File: src/rtl/pipe_ctrl_pkg.sv
// Shared pipeline definitions: control FSM encoding, default widths and
// the flush-counter reload helper used by the pipeline control block.
package pipe_ctrl_pkg;

    localparam int N_REGS_DEF  = 32;
    localparam int RF_SIZE_DEF = 5;
    localparam int OP_SIZE     = 4;
    localparam int FLUSH_CNT_W = 4;

    typedef enum logic [0:0] {
        ST_RUN   = 1'b0,
        ST_FLUSH = 1'b1
    } pipe_state_e;

    // Value loaded into the flush counter: FLUSH-state cycles still to come
    // after the cycle that accepted the flush.
    function automatic logic [FLUSH_CNT_W-1:0] flush_reload(input int cycles);
        return FLUSH_CNT_W'(cycles - 1);
    endfunction

endpackage

File: src/rtl/pipe_ctrl_scoreboard.sv
// Register scoreboard: one pending bit per architectural register, set when an
// instruction that writes it issues and cleared when writeback retires it.
// Hazard detection reads only the registered bits (no same-cycle bypass).
module scoreboard
    import pipe_ctrl_pkg::*;
#(
    parameter int N_REGS  = N_REGS_DEF,
    parameter int RF_SIZE = $clog2(N_REGS)
) (
    input  logic               clk,
    input  logic               rst_n,
    input  logic               i_set_en,
    input  logic [RF_SIZE-1:0] i_set_idx,
    input  logic               i_clr_en,
    input  logic [RF_SIZE-1:0] i_clr_idx,
    input  logic               i_id_valid,
    input  logic [RF_SIZE-1:0] i_rs1,
    input  logic               i_rs1_used,
    input  logic [RF_SIZE-1:0] i_rs2,
    input  logic               i_rs2_used,
    input  logic [RF_SIZE-1:0] i_rd,
    input  logic               i_reg_write,
    output logic               o_hazard,
    output logic               o_busy
);

    logic [N_REGS-1:0] r_pending;
    logic [N_REGS-1:0] w_pending_nxt;

    // Next pending vector: clear first, then set, so a same-cycle set wins; x0 never pends.
    always_comb begin
        w_pending_nxt = r_pending;
        if (i_clr_en && (i_clr_idx != '0)) begin
            w_pending_nxt[i_clr_idx] = 1'b0;
        end else begin
            w_pending_nxt = w_pending_nxt;
        end
        if (i_set_en && (i_set_idx != '0)) begin
            w_pending_nxt[i_set_idx] = 1'b1;
        end else begin
            w_pending_nxt = w_pending_nxt;
        end
        w_pending_nxt[0] = 1'b0;
    end

    // Pending-bit register with synchronous active-low reset.
    always_ff @(posedge clk) begin
        if (!rst_n) begin
            r_pending <= '0;
        end else begin
            r_pending <= w_pending_nxt;
        end
    end

    assign o_hazard = i_id_valid &
                      ((i_rs1_used  & r_pending[i_rs1]) |
                       (i_rs2_used  & r_pending[i_rs2]) |
                       (i_reg_write & r_pending[i_rd]));

    assign o_busy = |r_pending;

endmodule

File: src/rtl/pipe_ctrl.sv
// Pipeline front-end control: RUN/FLUSH FSM, flush bubble counter, saturating
// hazard-stall counter, and the register scoreboard that detects RAW/WAW hazards.
// Stage enables are combinational from registered state so they act this cycle.
module pipe_ctrl
    import pipe_ctrl_pkg::*;
#(
    parameter int N_REGS       = N_REGS_DEF,
    parameter int RF_SIZE      = $clog2(N_REGS),
    parameter int FLUSH_CYCLES = 2,
    parameter int CNT_W        = 16
) (
    input  logic               clk,
    input  logic               rst_n,
    input  logic               id_valid,
    input  logic [RF_SIZE-1:0] id_rs1,
    input  logic [RF_SIZE-1:0] id_rs2,
    input  logic               id_rs1_used,
    input  logic               id_rs2_used,
    input  logic [RF_SIZE-1:0] id_rd,
    input  logic               id_reg_write,
    input  logic               wb_valid,
    input  logic [RF_SIZE-1:0] wb_rd,
    input  logic               ex_stall_req,
    input  logic               flush_req,
    output logic               if_en,
    output logic               id_en,
    output logic               id_bubble,
    output logic               busy,
    output logic [CNT_W-1:0]   stall_cnt
);

    localparam logic [FLUSH_CNT_W-1:0] FLUSH_LOAD  = flush_reload(FLUSH_CYCLES);
    localparam bit                     FLUSH_MULTI = (FLUSH_CYCLES > 1);

    pipe_state_e            r_state;
    pipe_state_e            w_state_nxt;
    logic [FLUSH_CNT_W-1:0] r_flush_cnt;
    logic [FLUSH_CNT_W-1:0] w_flush_cnt_nxt;
    logic [CNT_W-1:0]       r_stall_cnt;
    logic [CNT_W-1:0]       w_stall_cnt_nxt;
    logic                   w_if_en;
    logic                   w_id_en;
    logic                   w_id_bubble;
    logic                   w_issue;
    logic                   w_hazard;
    logic                   w_sb_busy;

    assign w_issue = id_valid & w_id_en & ~w_id_bubble;

    scoreboard #(
        .N_REGS  (N_REGS),
        .RF_SIZE (RF_SIZE)
    ) u_scoreboard (
        .clk         (clk),
        .rst_n       (rst_n),
        .i_set_en    (w_issue & id_reg_write),
        .i_set_idx   (id_rd),
        .i_clr_en    (wb_valid),
        .i_clr_idx   (wb_rd),
        .i_id_valid  (id_valid),
        .i_rs1       (id_rs1),
        .i_rs1_used  (id_rs1_used),
        .i_rs2       (id_rs2),
        .i_rs2_used  (id_rs2_used),
        .i_rd        (id_rd),
        .i_reg_write (id_reg_write),
        .o_hazard    (w_hazard),
        .o_busy      (w_sb_busy)
    );

    // Next-state, counter updates and stage enables; reset forces a held, bubbled front end.
    always_comb begin
        w_state_nxt     = r_state;
        w_flush_cnt_nxt = r_flush_cnt;
        w_stall_cnt_nxt = r_stall_cnt;
        w_if_en         = 1'b0;
        w_id_en         = 1'b0;
        w_id_bubble     = 1'b1;
        if (!rst_n) begin
            w_state_nxt     = ST_RUN;
            w_flush_cnt_nxt = '0;
            w_stall_cnt_nxt = '0;
        end else begin
            case (r_state)
                ST_RUN: begin
                    if (flush_req) begin
                        w_if_en     = 1'b1;
                        w_id_en     = 1'b1;
                        w_id_bubble = 1'b1;
                        if (FLUSH_MULTI) begin
                            w_state_nxt     = ST_FLUSH;
                            w_flush_cnt_nxt = FLUSH_LOAD;
                        end else begin
                            w_state_nxt     = ST_RUN;
                            w_flush_cnt_nxt = '0;
                        end
                    end else if (ex_stall_req) begin
                        w_if_en     = 1'b0;
                        w_id_en     = 1'b0;
                        w_id_bubble = 1'b0;
                    end else if (w_hazard) begin
                        w_if_en     = 1'b0;
                        w_id_en     = 1'b1;
                        w_id_bubble = 1'b1;
                        if (r_stall_cnt != '1) begin
                            w_stall_cnt_nxt = r_stall_cnt + {{(CNT_W-1){1'b0}}, 1'b1};
                        end else begin
                            w_stall_cnt_nxt = r_stall_cnt;
                        end
                    end else begin
                        w_if_en     = 1'b1;
                        w_id_en     = 1'b1;
                        w_id_bubble = 1'b0;
                    end
                end
                ST_FLUSH: begin
                    if (flush_req) begin
                        w_if_en     = 1'b1;
                        w_id_en     = 1'b1;
                        w_id_bubble = 1'b1;
                        if (FLUSH_MULTI) begin
                            w_state_nxt     = ST_FLUSH;
                            w_flush_cnt_nxt = FLUSH_LOAD;
                        end else begin
                            w_state_nxt     = ST_RUN;
                            w_flush_cnt_nxt = '0;
                        end
                    end else if (ex_stall_req) begin
                        w_if_en     = 1'b0;
                        w_id_en     = 1'b0;
                        w_id_bubble = 1'b1;
                    end else begin
                        w_if_en     = 1'b1;
                        w_id_en     = 1'b1;
                        w_id_bubble = 1'b1;
                        // Counter holds remaining FLUSH cycles; leave when this is the last one.
                        if (r_flush_cnt <= 4'd1) begin
                            w_state_nxt     = ST_RUN;
                            w_flush_cnt_nxt = '0;
                        end else begin
                            w_flush_cnt_nxt = r_flush_cnt - 4'd1;
                        end
                    end
                end
                default: begin
                    w_state_nxt     = ST_RUN;
                    w_flush_cnt_nxt = '0;
                end
            endcase
        end
    end

    // State, flush counter and stall counter registers with synchronous active-low reset.
    always_ff @(posedge clk) begin
        if (!rst_n) begin
            r_state     <= ST_RUN;
            r_flush_cnt <= '0;
            r_stall_cnt <= '0;
        end else begin
            r_state     <= w_state_nxt;
            r_flush_cnt <= w_flush_cnt_nxt;
            r_stall_cnt <= w_stall_cnt_nxt;
        end
    end

    assign if_en     = w_if_en;
    assign id_en     = w_id_en;
    assign id_bubble = w_id_bubble;
    assign busy      = rst_n & w_sb_busy;
    assign stall_cnt = r_stall_cnt;

endmodule

File: config.mk
export PLATFORM = sky130hd
export DESIGN_NAME = pipe_ctrl
export DESIGN_NICKNAME = d
export VERILOG_FILES = /design/src/rtl/pipe_ctrl_pkg.sv /design/src/rtl/pipe_ctrl_scoreboard.sv /design/src/rtl/pipe_ctrl.sv
export SDC_FILE = /design/constraint.sdc
export NUM_CORES = 1
export LEC_CHECK = 0
export CORE_ASPECT_RATIO = 0.75
export CORE_MARGIN = 2
export CORE_UTILIZATION = 45
export DETAILED_ROUTE_END_ITERATION = 12
export GPL_TIMING_DRIVEN = 0
export PLACE_DENSITY_LB_ADDON = 0.25
export SYNTH_ARGS = -nofsm -noshare
export SYNTH_HDL_FRONTEND = slang
export SYNTH_SLANG_ARGS = --single-unit
export TNS_END_PERCENT = 100
File: constraint.sdc
create_clock -name clk -period 10.16 [get_ports clk]
set_input_delay 2.54 -clock clk [delete_from_list [all_inputs] [get_ports clk]]
set_output_delay 2.54 -clock clk [all_outputs]
set_load 0.01 [all_outputs]
==> impl_metrics.csv, run 1 <==
group,metric,value,unit
run_status,status,"completed",
logic_synthesis,synth-simple-area-share,22.6,%
logic_synthesis,syn_area_per_cell,8.97,sq um
global_routing,antenna_found_initial,0,
worst_setup_path,critPathMostFrequentCell,"clkdlybuf4s50_1",
logic_synthesis,synth_edf_count,0,
worst_setup_path,crit_family,"buffers and inverters",
power,peakVddDrop,52.8,uV
floorplan,rows,27,
floorplan,io_pins,49,
logic_synthesis,synth_area,0.00333,sq mm
power,leakage,1.32,nW
clock_network,cts_tree,"built",
global_routing,grt_overflow,0,
worst_setup_path,r2r_start,"u_scoreboard.r_pending[19]",
logic_synthesis,yosysTopAreaCell,"dfxtp_1",
logic_synthesis,ys_types,55,
clock_network,clock-sinks,52,
floorplan,die_h,78.5,microns
global_routing,track_usage,24.7,%
logic_synthesis,yosys-top-cells-area,"dfxtp_1, mux4_2, mux2i_1",
sta,drv_slew,0,
logic_synthesis,netlist_instances,371,
logic_synthesis,synth_top_area_share,31.3,%
worst_setup_path,ff2ff_path_depth,8,
place,hpwl,7220,microns
min_path,hold_start,"stall_cnt[4]",
routing,routed_wl,9690,microns
sta,fin_crit,8.44,ns
sta,setup_slack,1.72,ns
clock_network,ctsHoldBuffers,0,
logic_synthesis,synth_top_family_by_area,"simple AND/OR/NAND/NOR gates",
clock_network,clk_path_buf_depth,2,
sta,final.setup.tns,0,ns
clock_network,cts_root_buf,"clkbuf_8",
logic_synthesis,synthMuxAreaShare,19.2,%
worst_setup_path,crit_arrival,5.90,ns
logic_synthesis,synth_adder_area_share,1.13,%
worst_setup_path,max_stage_delay,0.62,ns
finish,antenna_cells,0,
sta,finalHoldViolCount,0,
logic_synthesis,yosysMostFrequentCell,"dfxtp_1",
floorplan,core_region_area,0.00726,sq mm
finish,nFillCells,675,
logic_synthesis,synth-compound-area-share,20.4,%
global_routing,grt_pass1_wl,15700,microns
clock_network,post_cts_buffers,0,
logic_synthesis,synthXorXnorAreaFrac,0.527,%
sta,fmax,118,MHz
finish,area_growth_syn_to_layout,17.9,%
worst_setup_path,r2r_end,"u_scoreboard.r_pending[2]",
sta,slew_headroom,48.3,%
worst_setup_path,start_kind,"input port",
power,netSwitchingFraction,27.4,%
clock_network,cts_max_level,2,
sta,final.period_utilization,83.1,%
worst_setup_path,critPathKind,"input port to primary output",
routing,drtIter0Drc,247,
finish,fin_nets,448,
job,maxCapViolations,0,
power,seqPwrFrac,54.3,%
global_routing,grt_pass1_vias,3132,
sta,skew,0.00582,ns
logic_synthesis,ys.flop_type,"dfxtp_1",
worst_setup_path,path_max_fanout,10,
global_routing,grt_max_degree,17,
sta,setup-violations-final,0,
logic_synthesis,yosysSeqAreaShare,31.3,%
routing,first_pass_iters,5,
place,place_ws,1.80,ns
logic_synthesis,synth-seq-cells,52,
power,clkPwrFrac,31.8,%
routing,ant_nets,0,
power,p_int,0.000276,W
finish,final_layout_size_suffix_gt1_share,9.83,%
worst_setup_path,critPathBufInv,3,
logic_synthesis,synth.net_count,403,
worst_setup_path,end_kind,"primary output",
clock_network,cts-resized-gates,0,
floorplan,die_area,0.00810,sq mm
place,io_buffer_count,38,
routing,via_count,3296,
logic_synthesis,async_reset_ff_share,0,%
min_path,hold_path_depth,2,
logic_synthesis,synth_common_cells,"dfxtp_1, o211ai_1, nand2_1, o21ai_0",
clock_network,clk_pin_slew,0.10,ns
routing,drc,0,
worst_setup_path,slowest_stage,"clkdlybuf4s50_1",
floorplan,die_w,103,microns
min_path,hp-class,"flip-flop to flip-flop",
clock_network,insertion_delay,0.31,ns
power,power.net_switching,0.000104,W
routing,wl_per_cell,18.7,microns
sta,rsz0062_at_grt,"no",
power,power_density,96.7,mW/mm^2
worst_setup_path,crit_chain,"clkdlybuf4s50_1, clkbuf_1, nor3b_1, a221oi_1, a32oi_1, o31ai_1, a311oi_1, or4_1, clkdlybuf4s50_1",
routing,via_per_inst,6.36,
min_path,min_to,"stall_cnt[4]",
power,power_frac_comb,14.0,%
worst_setup_path,reg2reg_slack,7.10,ns
place,gp_congestion,0.915,
logic_synthesis,ys_warn_count,0,
clock_network,numCtsBuffers,5,
floorplan,start_util,45.8,%
worst_setup_path,required,7.62,ns
sta,worstMarginPinSlew,0.769,ns
flip-flops by register name, summed over array words and instances (netlist names):
signal and cells:
r_flush_cnt 4, r_state 1, stall_cnt 16, u_scoreboard.r_pending 31
placed cells by master (no fill, tap or decap), types with 8 or more instances in the layout:
| master | n |
|---|---|
| nand3b_1 | 8 |
| a21oi_1 | 14 |
| mux2i_1 | 21 |
| clkbuf_1 | 17 |
| mux4_2 | 16 |
| nand3_1 | 21 |
| inv_1 | 10 |
| nand2b_1 | 12 |
| nand2_1 | 23 |
| dfxtp_1 | 52 |
| o21ai_0 | 23 |
| nand4_1 | 10 |
| o21ai_1 | 13 |
| nor2_1 | 15 |
| o211ai_1 | 24 |
| clkdlybuf4s50_1 | 38 |
through the flow:
step	hold WS [ns]	instances	total power (W)	util, %	area [sq um]
finish	0.496	518	0.000379	54.0	3920
floorplan	0.458	371	0.000242	-	3330
detailed placement	0.483	510	0.000263	52.8	3830
CTS	0.499	518	0.000380	54.0	3920
global route	0.519	518	0.000392	54.0	3920
global placement	0.469	510	0.000262	52.8	3830
area by class of cell:
cell class | instances | area (sq um) | share of cell area (%)
buffer | 25 | 119 | 3.03
clock buffer | 6 | 72.6 | 1.85
clock inverter | 2 | 16.3 | 0.415
inverter | 11 | 41.3 | 1.05
multi-input combinational | 283 | 2130 | 54.2
sequential | 52 | 1040 | 26.5
tap | 101 | 126 | 3.22
timing repair buffer | 38 | 380 | 9.70
how the worst max path moves through the flow:
stage | from | end | slack [ns] | cells after the start
2_1_floorplan | id_rs2[0] | id_bubble | 2.92 | 6
3_3_place_gp | id_rd[3] | id_bubble | 1.84 | 9
3_5_place_dp | id_rd[3] | id_bubble | 1.80 | 9
4_1_cts | id_rd[3] | id_bubble | 1.79 | 9
5_1_grt | id_rd[3] | id_bubble | 1.55 | 9
6_report | id_rd[3] | id_bubble | 1.72 | 9
tightest hold or removal path, delay by kind of cell (launching register included):
kind	cells	cell delay (ns)
mux	1	0.06
simple gates	1	0.06
flops	1	0.34
cell families (layout without fill, tap and decap cells):
logic type	count (synthesis)	after routing
flip-flops	52	52
buffers and inverters	36	82
multiplexers	43	43
XOR/XNOR	2	2
adder cells (fa/ha/maj)	3	3
AND/OR/NAND/NOR	131	131
AO/OA/AOI/OAI	104	104
layer usage:
metal,GRT usage (%),vias up,routed length [microns],share of wire (%)
met2,36.2,194,4120,43
met3,4.72,17,999,10
li1,-,1535,-,-
met5,0,-,0,0
met1,36.8,1550,4400,45
met4,6.84,0,166,1.7
power groups by stage:
stage / clock network, W / registers (W) / logic (W)
finish: 0.000121 / 0.000206 / 0.0000530
CTS: 0.000122 / 0.000206 / 0.0000523
detailed placement: 0 / 0.000211 / 0.0000521
global placement: 0 / 0.000211 / 0.0000517
global route: 0.000129 / 0.000206 / 0.0000574
floorplan: 0 / 0.000210 / 0.0000315
No activity file was read; power rests on OpenSTA's default activity.
==> run 2, diff against run 1 <==
==> constraint.sdc (replaced) <==
create_clock -name clk -period 7.18 [get_ports clk]
set_input_delay 1.795 -clock clk [delete_from_list [all_inputs] [get_ports clk]]
set_output_delay 1.795 -clock clk [all_outputs]
set_load 0.01 [all_outputs]
==> results of run 2 <==
The final DEF is identical to that of run 1. Status: completed.
Main changes from that run: setup slack after placement 1.80 ns -> 0.315 ns; setup slack after layout 1.72 ns -> 0.226 ns; register-to-register setup slack 7.10 ns -> 4.12 ns; total power 0.000379 W -> 0.000537 W; worst IR drop on VDD 52.8 uV -> 74.7 uV
==> run 3, diff against run 2 <==
--- a/config.mk
+++ b/config.mk
@@ -6,7 +6,7 @@
 export NUM_CORES = 1
 export LEC_CHECK = 0
 export CORE_ASPECT_RATIO = 0.75
-export CORE_MARGIN = 2
+export CORE_MARGIN = 4
 export CORE_UTILIZATION = 45
 export DETAILED_ROUTE_END_ITERATION = 12
 export GPL_TIMING_DRIVEN = 0
==> run 3 against run 2 <==
Effect of this change:
- power hardly changed
- sequential cell count is the same
- utilization grew 2.0 points
- via count is 0.97% higher
- clock power hardly changed
- non-clock buffer count unchanged
- combinational power is 0.5% higher
- final cell count shrank 0.58%
- clock skew is essentially flat
- global-route usage decreased by 0.99 points
==> impl_metrics.csv, run 3 (synthesis results as in run 1) <==
group,metric,value,unit
worst_setup_path,crit_arrival,5.14,ns
global_routing,grt_overflow,0,
routing,via_count,3328,
min_path,min_to,"r_flush_cnt[3]",
finish,final_common_cell,"dfxtp_1",
worst_setup_path,start_kind,"input port",
min_path,hp-class,"flip-flop to flip-flop",
place,dpl_cell_area,0.00383,sq mm
global_routing,track_usage,23.7,%
clock_network,cts_tree,"built",
clock_network,post_cts_buffers,0,
sta,worstMarginPinSlew,0.859,ns
place,gp_congestion,0.899,
global_routing,antenna_found_initial,0,
clock_network,numCtsBuffers,5,
global_routing,grt_pass1_vias,3105,
job,maxCapViolations,0,
worst_setup_path,path_max_fanout,10,
worst_setup_path,r2r_start,"u_scoreboard.r_pending[18]",
floorplan,io_pins,49,
sta,setup-violations-final,0,
worst_setup_path,r2r_end,"u_scoreboard.r_pending[2]",
finish,regMostFlops,"u_scoreboard.r_pending",
worst_setup_path,end_kind,"primary output",
clock_network,cts_root_buf,"clkbuf_8",
clock_network,clk_pin_slew,0.09,ns
finish,fin_nets,448,
floorplan,start_util,47.6,%
finish,nFillCells,653,
routing,via_per_inst,6.46,
global_routing,grt_max_degree,17,
finish,area_growth_syn_to_layout,17.8,%
run_status,status,"completed",
sta,slew_headroom,42.3,%
sta,drv_slew,0,
clock_network,insertion_delay,0.30,ns
sta,finalHoldViolCount,0,
floorplan,die_h,82.5,microns
finish,seq_area,0.00104,sq mm
clock_network,clock-sinks,52,
place,io_buffer_count,38,
floorplan,die_area,0.00885,sq mm
sta,rsz0062_at_grt,"no",
clock_network,cts-resized-gates,0,
routing,wl_per_cell,20.3,microns
worst_setup_path,critPathKind,"input port to primary output",
finish,mostFrequentLayoutCells,"dfxtp_1, clkdlybuf4s50_1, o211ai_1",
clock_network,clk_path_buf_depth,2,
power,power_density,137,mW/mm^2
clock_network,ctsHoldBuffers,0,
floorplan,rows,26,
finish,multi_input_area,0.00213,sq mm
finish,largest_register_ff_count,31,
finish,utilization,56.0,%
place,hpwl,7740,microns
clock_network,cts_max_level,2,
sta,final.period_utilization,96.6,%
floorplan,core_region_area,0.00699,sq mm
sta,final.setup.tns,0,ns
sta,fmax,144,MHz
power,peakVddDrop,77.7,uV
power,leakage,1.32,nW
routing,drc,0,
worst_setup_path,ff2ff_path_depth,8,
routing,ant_nets,0,
min_path,hold_start,"r_flush_cnt[3]",
finish,stdcell_area,0.00392,sq mm
global_routing,grt_pass1_wl,16300,microns
finish,final_layout_size_suffix_gt1_share,9.83,%
routing,routed_wl,10400,microns
worst_setup_path,required,5.39,ns
min_path,hold_path_depth,2,
sta,fin_crit,6.93,ns
sta,skew,0.00543,ns
floorplan,die_w,107,microns
power,power.total,0.000536,W
finish,antenna_cells,0,
routing,first_pass_iters,5,
worst_setup_path,reg2reg_slack,4.00,ns
routing,drtIter0Drc,316,
run 3: worst max-delay path by stage:
stage	startpoint	endpoint
after global routing	id_rd[3]	id_bubble
final	id_rd[3]	id_bubble
after global placement	id_rd[3]	id_bubble
after CTS	id_rs1[2]	id_bubble
after floorplan	id_rs2[0]	id_bubble
after detailed placement	id_rs1[2]	id_bubble
run 3: through the flow:
step	instances	worst slack [ns]	hold slack [ns]
finish	515	0.247	0.498
global route	515	0.0333	0.526
CTS	515	0.272	0.499
detailed placement	507	0.280	0.485
global placement	507	0.306	0.468
floorplan	371	1.43	0.458
run 3: per-layer routing:
metal	vias up	routed length [microns]	global-route usage, %	part of all wire [%]
met2	181	4400	33.7	42
met4	0	108	5.24	1.0
li1	1532	-	-	-
met3	16	1210	7.61	12
met5	-	0	0	0
met1	1599	4710	34.8	45
run 3: worst max-delay path, cell delays in order:
cell and delay (ns):
clkdlybuf4s50_1 0.58, clkbuf_1 0.47, nor3b_1 0.13, a221oi_1 0.30
a32oi_1 0.10, o31ai_1 0.52, a311oi_1 0.27, or4_1 0.46
clkdlybuf4s50_1 0.49
run 3: cell type report:
type,count,area share (%)
buffer,25,3.03
inverter,11,1.05
timing repair buffer,38,9.71
clock inverter,2,0.415
clock buffer,6,1.85
multi-input combinational,283,54.2
sequential,52,26.6
tap,98,3.13
run 3: where the power goes:
| group | total [W] | leakage [nW] | switching, W | internal [W] |
|---|---|---|---|---|
| clock | 0.000170 | 0.0414 | 0.000100 | 0.0000696 |
| sequential | 0.000291 | 0.419 | 0.00000187 | 0.000289 |
| combinational | 0.0000754 | 0.864 | 0.0000446 | 0.0000308 |
| total | 0.000536 | 1.32 | 0.000146 | 0.000390 |
